==> config.mk <==
export PLATFORM = sky130hd
export DESIGN_NAME = cp0_core
export DESIGN_NICKNAME = d
export VERILOG_FILES = /design/src/rtl/cp0_core_pkg.sv /design/src/rtl/cp0_core_timer.sv /design/src/rtl/cp0_core.sv
export SDC_FILE = /design/constraint.sdc
export NUM_CORES = 1
export LEC_CHECK = 0
export BUFFER_PORTS_ARGS = -buffer_cell sky130_fd_sc_hd__buf_4
export CAP_MARGIN = 0
export CORE_MARGIN = 2
export CORE_UTILIZATION = 45
export DETAILED_ROUTE_END_ITERATION = 16
export PLACE_DENSITY = 0.7
export SYNTH_ARGS = -nofsm -noshare
export SYNTH_HDL_FRONTEND = slang
export SYNTH_SLANG_ARGS = --single-unit
==> constraint.sdc <==
create_clock -name clk -period 3.8 [get_ports clk]
set_clock_uncertainty 0.05 [all_clocks]
set_input_delay 0.38 -clock clk [delete_from_list [all_inputs] [get_ports clk]]
set_output_delay 0.38 -clock clk [all_outputs]
set_load 0.1 [all_outputs]
==> src/rtl/cp0_core_pkg.sv <==
// cp0_defs: shared constants for the CP0 register file and exception sequencer.
// Holds register numbers, Status/Cause bit positions, ExcCode values, MTC0
// write masks, exception vectors and the Cause read-back packing helper.
package cp0_defs;

    localparam logic [4:0] CP0_INDEX    = 5'd0;
    localparam logic [4:0] CP0_ENTRYLO0 = 5'd2;
    localparam logic [4:0] CP0_ENTRYLO1 = 5'd3;
    localparam logic [4:0] CP0_BADVADDR = 5'd8;
    localparam logic [4:0] CP0_COUNT    = 5'd9;
    localparam logic [4:0] CP0_ENTRYHI  = 5'd10;
    localparam logic [4:0] CP0_COMPARE  = 5'd11;
    localparam logic [4:0] CP0_STATUS   = 5'd12;
    localparam logic [4:0] CP0_CAUSE    = 5'd13;
    localparam logic [4:0] CP0_EPC      = 5'd14;

    localparam int ST_IE     = 0;
    localparam int ST_EXL    = 1;
    localparam int ST_IM_LSB = 8;
    localparam int ST_BEV    = 22;
    localparam int CA_BD     = 31;

    localparam logic [4:0] EXC_INT = 5'd0;
    localparam logic [4:0] EXC_SYS = 5'd8;

    localparam logic [31:0] STATUS_MASK  = 32'h0040_FF03;
    localparam logic [31:0] ENTRYHI_MASK = 32'hFFFF_E0FF;
    localparam logic [31:0] ENTRYLO_MASK = 32'h3FFF_FFFF;
    localparam logic [31:0] INDEX_MASK   = 32'h0000_000F;
    localparam logic [31:0] STATUS_RESET = 32'h0040_0000;

    localparam logic [31:0] RESET_VECTOR_EXC  = 32'hBFC0_0380;
    localparam logic [31:0] NORMAL_VECTOR_EXC = 32'h8000_0180;

    // What the sequencer does with the ID instruction this cycle.
    typedef enum logic [1:0] {
        ACT_NONE,
        ACT_EXC,
        ACT_ERET
    } cp0_act_e;

    // Cause read-back: the software IP bits live at [1:0] (the only MTC0
    // writable field), hardware IP[7:2] at [15:10], ExcCode at [6:2], BD at 31.
    function automatic logic [31:0] cause_pack(input logic       bd,
                                               input logic [7:0] ip,
                                               input logic [4:0] code);
        return {bd, 15'b0, ip[7:2], 2'b00, 1'b0, code, ip[1:0]};
    endfunction

endpackage

==> src/rtl/cp0_core_timer.sv <==
// cp0_timer: Count/Compare timer.
// Ports: clk, rst_n; count_wen/compare_wen with wdata load Count/Compare;
// hw_int5 is ORed into ip7; count/compare expose the registers; ip7 is
// Cause.IP[7].
module cp0_timer
    import cp0_defs::*;
(
    input  logic        clk,
    input  logic        rst_n,
    input  logic        count_wen,
    input  logic        compare_wen,
    input  logic [31:0] wdata,
    input  logic        hw_int5,
    output logic [31:0] count,
    output logic [31:0] compare,
    output logic        ip7
);

    logic tick_q;
    logic armed_q;
    logic ip7_q;

    always_ff @(posedge clk or negedge rst_n) begin
        if (!rst_n) begin
            tick_q  <= 1'b0;
            count   <= '0;
            compare <= '0;
            armed_q <= 1'b0;
            ip7_q   <= 1'b0;
        end else begin
            tick_q <= ~tick_q;
            if (count_wen)
                count <= wdata;
            else if (tick_q)
                count <= count + 32'd1;
            // A Compare write wins over a match in the same cycle.
            if (compare_wen) begin
                compare <= wdata;
                ip7_q   <= 1'b0;
                armed_q <= 1'b1;
            end else if (armed_q && (count == compare)) begin
                ip7_q   <= 1'b1;
                armed_q <= 1'b0;
            end
        end
    end

    assign ip7 = ip7_q | hw_int5;

endmodule

==> src/rtl/cp0_core.sv <==
// cp0_core: CP0 register file and exception sequencer.
// Ports: MTC0 write (cp0_wen_i/cp0_addr_i/cp0_data_i), MFC0 read (cp0_data_o),
// ERET/SYSCALL with the ID pc/delay-slot flag, hw_int_i interrupt lines, TLB
// write strobes; outputs intr_o, exc_flush_o/exc_target_o PC redirect and
// the current Status/EPC/EntryHi/EntryLo0/EntryLo1 values.
module cp0_core
    import cp0_defs::*;
(
    input  logic        clk,
    input  logic        rst_n,
    input  logic        cp0_wen_i,
    input  logic [4:0]  cp0_addr_i,
    input  logic [31:0] cp0_data_i,
    output logic [31:0] cp0_data_o,
    input  logic        instr_ERET_i,
    input  logic        instr_SYSCALL_i,
    input  logic [31:0] exc_pc_i,
    input  logic        exc_bd_i,
    input  logic [5:0]  hw_int_i,
    input  logic        cp0_entryhi_wen_i,
    input  logic        cp0_entrylo0_wen_i,
    input  logic        cp0_entrylo1_wen_i,
    output logic        intr_o,
    output logic        exc_flush_o,
    output logic [31:0] exc_target_o,
    output logic [31:0] status_o,
    output logic [31:0] epc_o,
    output logic [31:0] entryhi_o,
    output logic [31:0] entrylo0_o,
    output logic [31:0] entrylo1_o
);

    logic [31:0] index_q, entrylo0_q, entrylo1_q, entryhi_q, status_q, epc_q;
    logic        cause_bd_q;
    logic [4:0]  cause_code_q;
    logic [1:0]  cause_sw_q;
    logic [31:0] count, compare;
    logic        ip7;
    logic [7:0]  ip;
    logic        intr_raw;
    cp0_act_e    act;
    logic        wr_ok;
    logic [31:0] rdata;

    assign ip       = {ip7, hw_int_i[4:0], cause_sw_q};
    assign intr_raw = (|(ip & status_q[ST_IM_LSB +: 8])) & status_q[ST_IE] & ~status_q[ST_EXL];
    assign intr_o   = intr_raw;

    // Redirects are suppressed while rst_n is low so SYSCALL/ERET seen during
    // reset cannot flush the pipeline.
    always_comb begin
        act = ACT_NONE;
        if (rst_n) begin
            if (intr_raw || (instr_SYSCALL_i && !status_q[ST_EXL]))
                act = ACT_EXC;
            else if (instr_ERET_i)
                act = ACT_ERET;
        end
    end

    assign wr_ok = (act == ACT_NONE);

    always_comb begin
        exc_flush_o  = 1'b0;
        exc_target_o = '0;
        case (act)
            ACT_EXC: begin
                exc_flush_o  = 1'b1;
                exc_target_o = status_q[ST_BEV] ? RESET_VECTOR_EXC : NORMAL_VECTOR_EXC;
            end
            ACT_ERET: begin
                exc_flush_o  = 1'b1;
                exc_target_o = epc_q;
            end
            default: ;
        endcase
    end

    cp0_timer u_timer (
        .clk         (clk),
        .rst_n       (rst_n),
        .count_wen   (cp0_wen_i && wr_ok && (cp0_addr_i == CP0_COUNT)),
        .compare_wen (cp0_wen_i && wr_ok && (cp0_addr_i == CP0_COMPARE)),
        .wdata       (cp0_data_i),
        .hw_int5     (hw_int_i[5]),
        .count       (count),
        .compare     (compare),
        .ip7         (ip7)
    );

    always_ff @(posedge clk or negedge rst_n) begin
        if (!rst_n) begin
            index_q      <= '0;
            entrylo0_q   <= '0;
            entrylo1_q   <= '0;
            entryhi_q    <= '0;
            status_q     <= STATUS_RESET;
            epc_q        <= '0;
            cause_bd_q   <= 1'b0;
            cause_code_q <= '0;
            cause_sw_q   <= '0;
        end else if (act == ACT_EXC) begin
            epc_q            <= exc_bd_i ? (exc_pc_i - 32'd4) : exc_pc_i;
            cause_bd_q       <= exc_bd_i;
            cause_code_q     <= intr_raw ? EXC_INT : EXC_SYS;
            status_q[ST_EXL] <= 1'b1;
        end else if (act == ACT_ERET) begin
            status_q[ST_EXL] <= 1'b0;
        end else begin
            if (cp0_wen_i) begin
                case (cp0_addr_i)
                    CP0_INDEX:    index_q    <= cp0_data_i & INDEX_MASK;
                    CP0_ENTRYLO0: entrylo0_q <= cp0_data_i & ENTRYLO_MASK;
                    CP0_ENTRYLO1: entrylo1_q <= cp0_data_i & ENTRYLO_MASK;
                    CP0_STATUS:   status_q   <= cp0_data_i & STATUS_MASK;
                    CP0_CAUSE:    cause_sw_q <= cp0_data_i[1:0];
                    CP0_EPC:      epc_q      <= cp0_data_i;
                    default: ;
                endcase
            end
            if (cp0_entryhi_wen_i || (cp0_wen_i && cp0_addr_i == CP0_ENTRYHI))
                entryhi_q <= cp0_data_i & ENTRYHI_MASK;
            if (cp0_entrylo0_wen_i)
                entrylo0_q <= cp0_data_i & ENTRYLO_MASK;
            if (cp0_entrylo1_wen_i)
                entrylo1_q <= cp0_data_i & ENTRYLO_MASK;
        end
    end

    always_comb begin
        rdata = '0;
        case (cp0_addr_i)
            CP0_INDEX:    rdata = index_q;
            CP0_ENTRYLO0: rdata = entrylo0_q;
            CP0_ENTRYLO1: rdata = entrylo1_q;
            CP0_BADVADDR: rdata = '0;
            CP0_COUNT:    rdata = count;
            CP0_ENTRYHI:  rdata = entryhi_q;
            CP0_COMPARE:  rdata = compare;
            CP0_STATUS:   rdata = status_q;
            CP0_CAUSE:    rdata = cause_pack(cause_bd_q, ip, cause_code_q);
            CP0_EPC:      rdata = epc_q;
            default:      rdata = '0;
        endcase
    end

    // Read port is held at 0 while in reset so only status_o is non-zero.
    assign cp0_data_o = rst_n ? rdata : 32'h0;
    assign status_o   = status_q;
    assign epc_o      = epc_q;
    assign entryhi_o  = entryhi_q;
    assign entrylo0_o = entrylo0_q;
    assign entrylo1_o = entrylo1_q;

endmodule

### After elaboration in Yosys (flattened, before gate mapping)

Index checks and enable logic that the tools add are counted.

* input bits: 84
* word-level logic and storage cells: 98
* bits in registers: 213

* reductions and logical operators: 31
* add/subtract/negate cells: 2
* equality and inequality tests: 12
* muxes and demuxes: 30
* bitwise operators: 8

Operator list (count)
* $mux 32: 14
* $pmux 32 s9: 1
* $pmux 32 s2: 1
* $add 32x1->32 const B: 1
* $eq 32x32->1: 1
* $sub 32x3->32 const B: 1
* $eq 5x4->1 const B: 6
* $mux 30: 1
* $reduce_and 4->1: 5
* $reduce_bool 2->1: 8
* $eq 5x2->1 const B: 2
* $mux 2: 5
* $and 8x8->8: 1
* $reduce_or 8->1: 1
* $mux 1: 7
* $logic_and 1x1->1: 6
* $reduce_and 3->1: 2
* $reduce_bool 3->1: 2
* $logic_not 5->1: 1
* $mux 4: 1
* $not 1->1: 4
* $and 1x1->1: 2
* $eq 2x1->1 const B: 1
* $eq 2x2->1 const B: 1
* 7 further kinds: 8

### Depth between registers and ports, before layout

* word-level depth: 12
* gate-level depth with buffers: 13
* mapped depth without buffers: 11

### By module

From an unflattened synthesis, not the netlist that was laid out.

* cell total of the unflattened synthesis: 1055
* area, all modules: 11208.2 sq um

Modules (own cells, without submodules)
* cp0_core: area each 7797.5 sq um, times used 1, cells an instance 740
* cp0_timer: area each 3410.8 sq um, times used 1, cells an instance 315

### Worst setup path before layout

No wires, ideal clock.

* path type: reg-to-output
* start: register status_q[11], in the netlist status_o[11]
* end: output exc_target_o[31]
* slack: -3.805 ns
* required time: 3.370 ns
* arrival time: 7.175 ns
* cell stages (with the launch flop): 9
* cell sequence: dfrtp_1 -> a222oi_1 -> a311oi_1 -> a21oi_1 -> nand2b_1 -> ha_1 -> clkbuf_1 -> clkbuf_1 -> nor2b_1

* longest elaborated chain between the ends: 9
* elaborated cells on any way between the ends: 10
* those cells by class: eq/ne (2); mux (3); bitwise (3); reduce/logical (2)

Ends and longest elaborated chain
* from (decl): line cp0_core.sv:33 `logic [31:0] index_q, entrylo0_q, entrylo1_q, entryhi_q, status_q, epc_q;`
* from (signal assigned): line cp0_core.sv:115 `CP0_STATUS: status_q <= cp0_data_i & STATUS_MASK;`
* $and 8x8->8 (*): line cp0_core.sv:46 `assign intr_raw = (|(ip & status_q[ST_IM_LSB +: 8])) & status_q[ST_IE] & ~status_q[ST_EXL];`
* $reduce_or 8->1 (*): line cp0_core.sv:46
* $and 1x1->1 (*) (2 in a row): line cp0_core.sv:46
* named net intr_o: line cp0_core.sv:23 `output logic intr_o,`
* $logic_or 1x1->1 (*): line cp0_core.sv:54 `if (intr_raw || (instr_SYSCALL_i && !status_q[ST_EXL]))`
* $mux 2 (*): line cp0_core.sv:54
* $mux 2 (*): line cp0_core.sv:53 `if (rst_n) begin`
* $eq 2x2->1 or $eq 2x1->1 (tied branches): line cp0_core.sv:66 `case (act)`
* $pmux 32 s2 (*): line cp0_core.sv:66
* to (decl): line cp0_core.sv:25 `output logic [31:0] exc_target_o,`

The timed path passes the listed nets; every way through them passes the cells marked *.

### Worst setup path in the final report

* start: register status_q[13], in the netlist status_o[13]
* end: output exc_target_o[28]

* longest elaborated chain between the ends: 9
* elaborated cells on any way between the ends: 10
* those cells by class: eq/ne (2); mux (3); bitwise (3); reduce/logical (2)

Ends and longest elaborated chain (line)
* $and 8x8->8 (*): cp0_core.sv:46
* $reduce_or 8->1 (*): cp0_core.sv:46
* $and 1x1->1 (*) (2 in a row): cp0_core.sv:46
* $logic_or 1x1->1 (*): cp0_core.sv:54
* $mux 2 (*): cp0_core.sv:54
* $mux 2 (*): cp0_core.sv:53
* $eq 2x2->1 or $eq 2x1->1 (tied branches): cp0_core.sv:66
* $pmux 32 s2 (*): cp0_core.sv:66

Every way passes the cells marked *; elsewhere a longest branch is shown, timed or not.

==> reports/metrics.csv <==
metric;value;unit
Initial Util;45.70;%
P_leak;6.436;nW
largest family of logic cells by synthesized area;simple AND/OR/NAND/NOR gates;
Fin. Hold Viols;0;
Final Power;12.38;mW
die span in x;163.5;um
Warnings, synthesis;0;
dpl cells;1735;
final-stage net count;1524;
Non-Filler Instances;1780;
Seq/Total Area, Yosys;44.85;%
CTS Buf Count;23;
setup tns final;0;ps
GR Overflow Total;0;
combinational power share;51.9;%
WP data arrival;3170;ps
CP Launch Type;flip-flop;
maximum clock path buffer count;3;
Crit path required time;3370;ps
endpoint type of the worst setup path;output port;
Synth top area share;44.62;%
top cells by count, synth;204 x dfrtp_1, 170 x nand2_1, 104 x mux2_2;
WS Path Type;reg -> out;
Netlist cell types;57;
sequential share of power;31.2;%
CP Cell Sequence;a222oi_1, a311oi_4, a21oi_2, and3_1, ha_1, buf_4, and2_1, buf_6, a21o_4, buf_6;
CTS tree;done;
Tmin final;3598;ps
Post-Syn Area;0.01144;sq mm
Worst Hold Class;in -> reg;
relative slew slack;37.80;%
full die area;0.02672;sq mm
count of flip-flops with a built-in enable after synthesis;0;
Switching Share;54.97;%
Core Rows;58;
initial antenna violation count;0;
maxcap violations;0;
reg2reg end;status_o[0];
largest net degree at the start of global routing;69;
Worst setup endpoint;exc_target_o[28];
area leader, netlist;dfrtp_1;
Worst Path Buf+Inv;3;
die height;163.5;um
DR vias;10810;
worst slack, placed;309.2;ps
final hold slack;106.1;ps
largest stage delay on the critical path;490;ps
synth top area cells;dfrtp_1 45%, mux2_2 10%, a22oi_1 6.4%;
Remaining DRCs;0;
syn_area_per_cell;9.787;sq um
max-slew violations;0;
cell count along the critical path;10;
final instance area;0.01505;sq mm
internal power;5.575;mW
Clock transition at path regs;60;ps
First DRT Iteration DRCs;1112;
asr flop ratio synth;100.0;%
synthesis-to-layout area growth;31.56;%
DR WL/cell;24.79;um
Max Clk Rate;277.9;MHz
Worst R2R Setup Slack;660;ps
xor/xnor share of the synthesized area;6.048;%
first-pass GRT wire length;65450;um
Inserted Diodes;0;
CP startpoint;status_o[13];
PnR worst setup slack;201.7;ps
Clock power frac;16.9;%
Slowest-stage cell, CP;dfrtp_4;
Core Util, Final;60.12;%
vias per cell;6.074;
vias in the first global route;10440;
worst slew pin tran;924.5;ps
RePlAce Congestion;0.9552;
Post-Synthesis Cells;1169;
CP Max Fanout;13;
#FFs+latches synth;205;
core area;0.02504;sq mm
clock latency on the worst-skew pair;510;ps
worst r2r src;status_o[13];
main flop type after synthesis;dfrtp_1;
switching power;6.807;mW
final setup fails;0;
Sink Count;205;
outcome;finished, final reports clean;
Final Cycle Share;94.69;%
share of cells above drive strength 1;36.97;%
Total Wirelength;44120;um
IO Pins;310;
clk root buf;clkbuf_16;
Compound-Gate Fraction of Synth Area;15.32;%
PortBufs;279;
gr usage total;32.50;%
most used cell, CP;buf_6;
Simple-Gate Fraction of Synth Area;16.26;%
first-pass detailed-route iteration total;7;
post-route ant nets;0;
H-tree levels;1;
DP Wirelength;32730;um
VDD IR max;0.7019;mV
Worst path top cell family by delay;compound AO/OA/AOI/OAI gates;
r2r worst-path depth;9;
fraction of synthesized area in multiplexers;11.81;%
most frequent cell after synthesis;dfrtp_1;
power density cells;822.6;mW/mm^2
Post-Synth Adder-Cell Area;0.6562;%
Post-Place Cell Area;0.01426;sq mm
## cells in the final DEF, fill, tap and decap left out, drive strengths merged, types with 3 or more instances in the layout
cell,n
nand4,18
clkbuf,39
and2,6
a22o,13
or4,4
a222oi,10
a31oi,33
conb,30
nand3b,4
nand2,170
mux2,104
o22ai,4
nor3,23
a22oi,97
nand3,20
nand2b,5
inv,9
nor4b,3
nor2b,12
xnor2,60
buf,319
mux2i,18
ha,6
clkinv,4
a21o,10
or3,5
a21oi,23
and4,3
nor2,40
dfrtp,204
xor2,19
and3,37
a221oi,6
o21ai,52
nor4,21
## timing repair
action / 4_1_cts / 5_1_grt
setup endpoints to repair: 9 / 11
gates resized for setup: 0 / 16
pin swaps: 1 / 2
hold buffers: 1 / 0
setup buffers: 3 / 0
hold endpoints to repair: 31 / 0
## worst min-delay path by stage
stage | from | end | slack [ps] | cells past startpoint
2_1_floorplan | rst_n | cause_bd_q | 30 | 0
3_3_place_gp | rst_n | epc_o[3] | 260 | 1
6_report | cp0_data_i[28] | u_timer.compare[28] | 110 | 3
4_1_cts | cp0_data_i[28] | u_timer.compare[28] | 90 | 3
3_5_place_dp | rst_n | epc_o[3] | 260 | 1
5_1_grt | cp0_data_i[26] | u_timer.compare[26] | 100 | 3
## cell families (layout without fill, tap and decap cells)
kind of cell / after synthesis / in the layout
AO/OA/AOI/OAI: 257 / 257
XOR/XNOR: 79 / 79
adder cells (fa/ha/maj): 6 / 6
buffers and inverters: 120 / 372
flip-flops: 205 / 205
multiplexers: 122 / 122
other: 1 / 30
AND/OR/NAND/NOR: 379 / 379
## worst register-to-register path, stage by stage, from the launching register on
cell      delay, ps
dfrtp_4         490
a222oi_1        490
a311oi_4        180
a21oi_2         210
nand3_1         190
ha_4            380
buf_8           180
nor2b_1         100
nand2_1         350
mux2_2          390
## layout make-up
class | count | area, sq um
repair buffers | 321 | 2545
clock buffers | 38 | 671.9
multi-input cells | 873 | 6202
flip-flops and latches | 205 | 5164
fillers | 2214 | 9985
well taps | 330 | 412.9
inverters | 10 | 37.54
clock inverters | 3 | 18.77
## state kept, by name (all words and copies together), names as in the netlist
name             count
epc_o               32
u_timer.compare     32
u_timer.count       32
entrylo0_o          30
entrylo1_o          30
entryhi_o           27
status_o            11
index_q              4
cause_sw_q           2
cause_bd_q           1
cause_code_q         1
u_timer.armed_q      1
u_timer.ip7_q        1
u_timer.tick_q       1
## power by group through the flow
stage                     Sequential (mW)  Combinational (mW)  Clock, mW
final                                3.86                6.43       2.09
after global routing                 3.92                6.64       2.20
after CTS                            3.82                6.42       2.10
after detailed placement             3.84                6.39          0
after global placement               3.83                6.34          0
after floorplan                      6.74                1.74          0
## metal layers
| layer | track usage [%] | share of wire [%] | vias to the layer above |
|---|---|---|---|
| met2 | 50.15 | 46 | 642 |
| met3 | 7.821 | 11 | 89 |
| met5 | 0 | 0 | - |
| met1 | 44.91 | 39 | 5331 |
| met4 | 11.08 | 3.5 | 0 |
| li1 | - | - | 4749 |
Power figures use the tool's default switching activity.
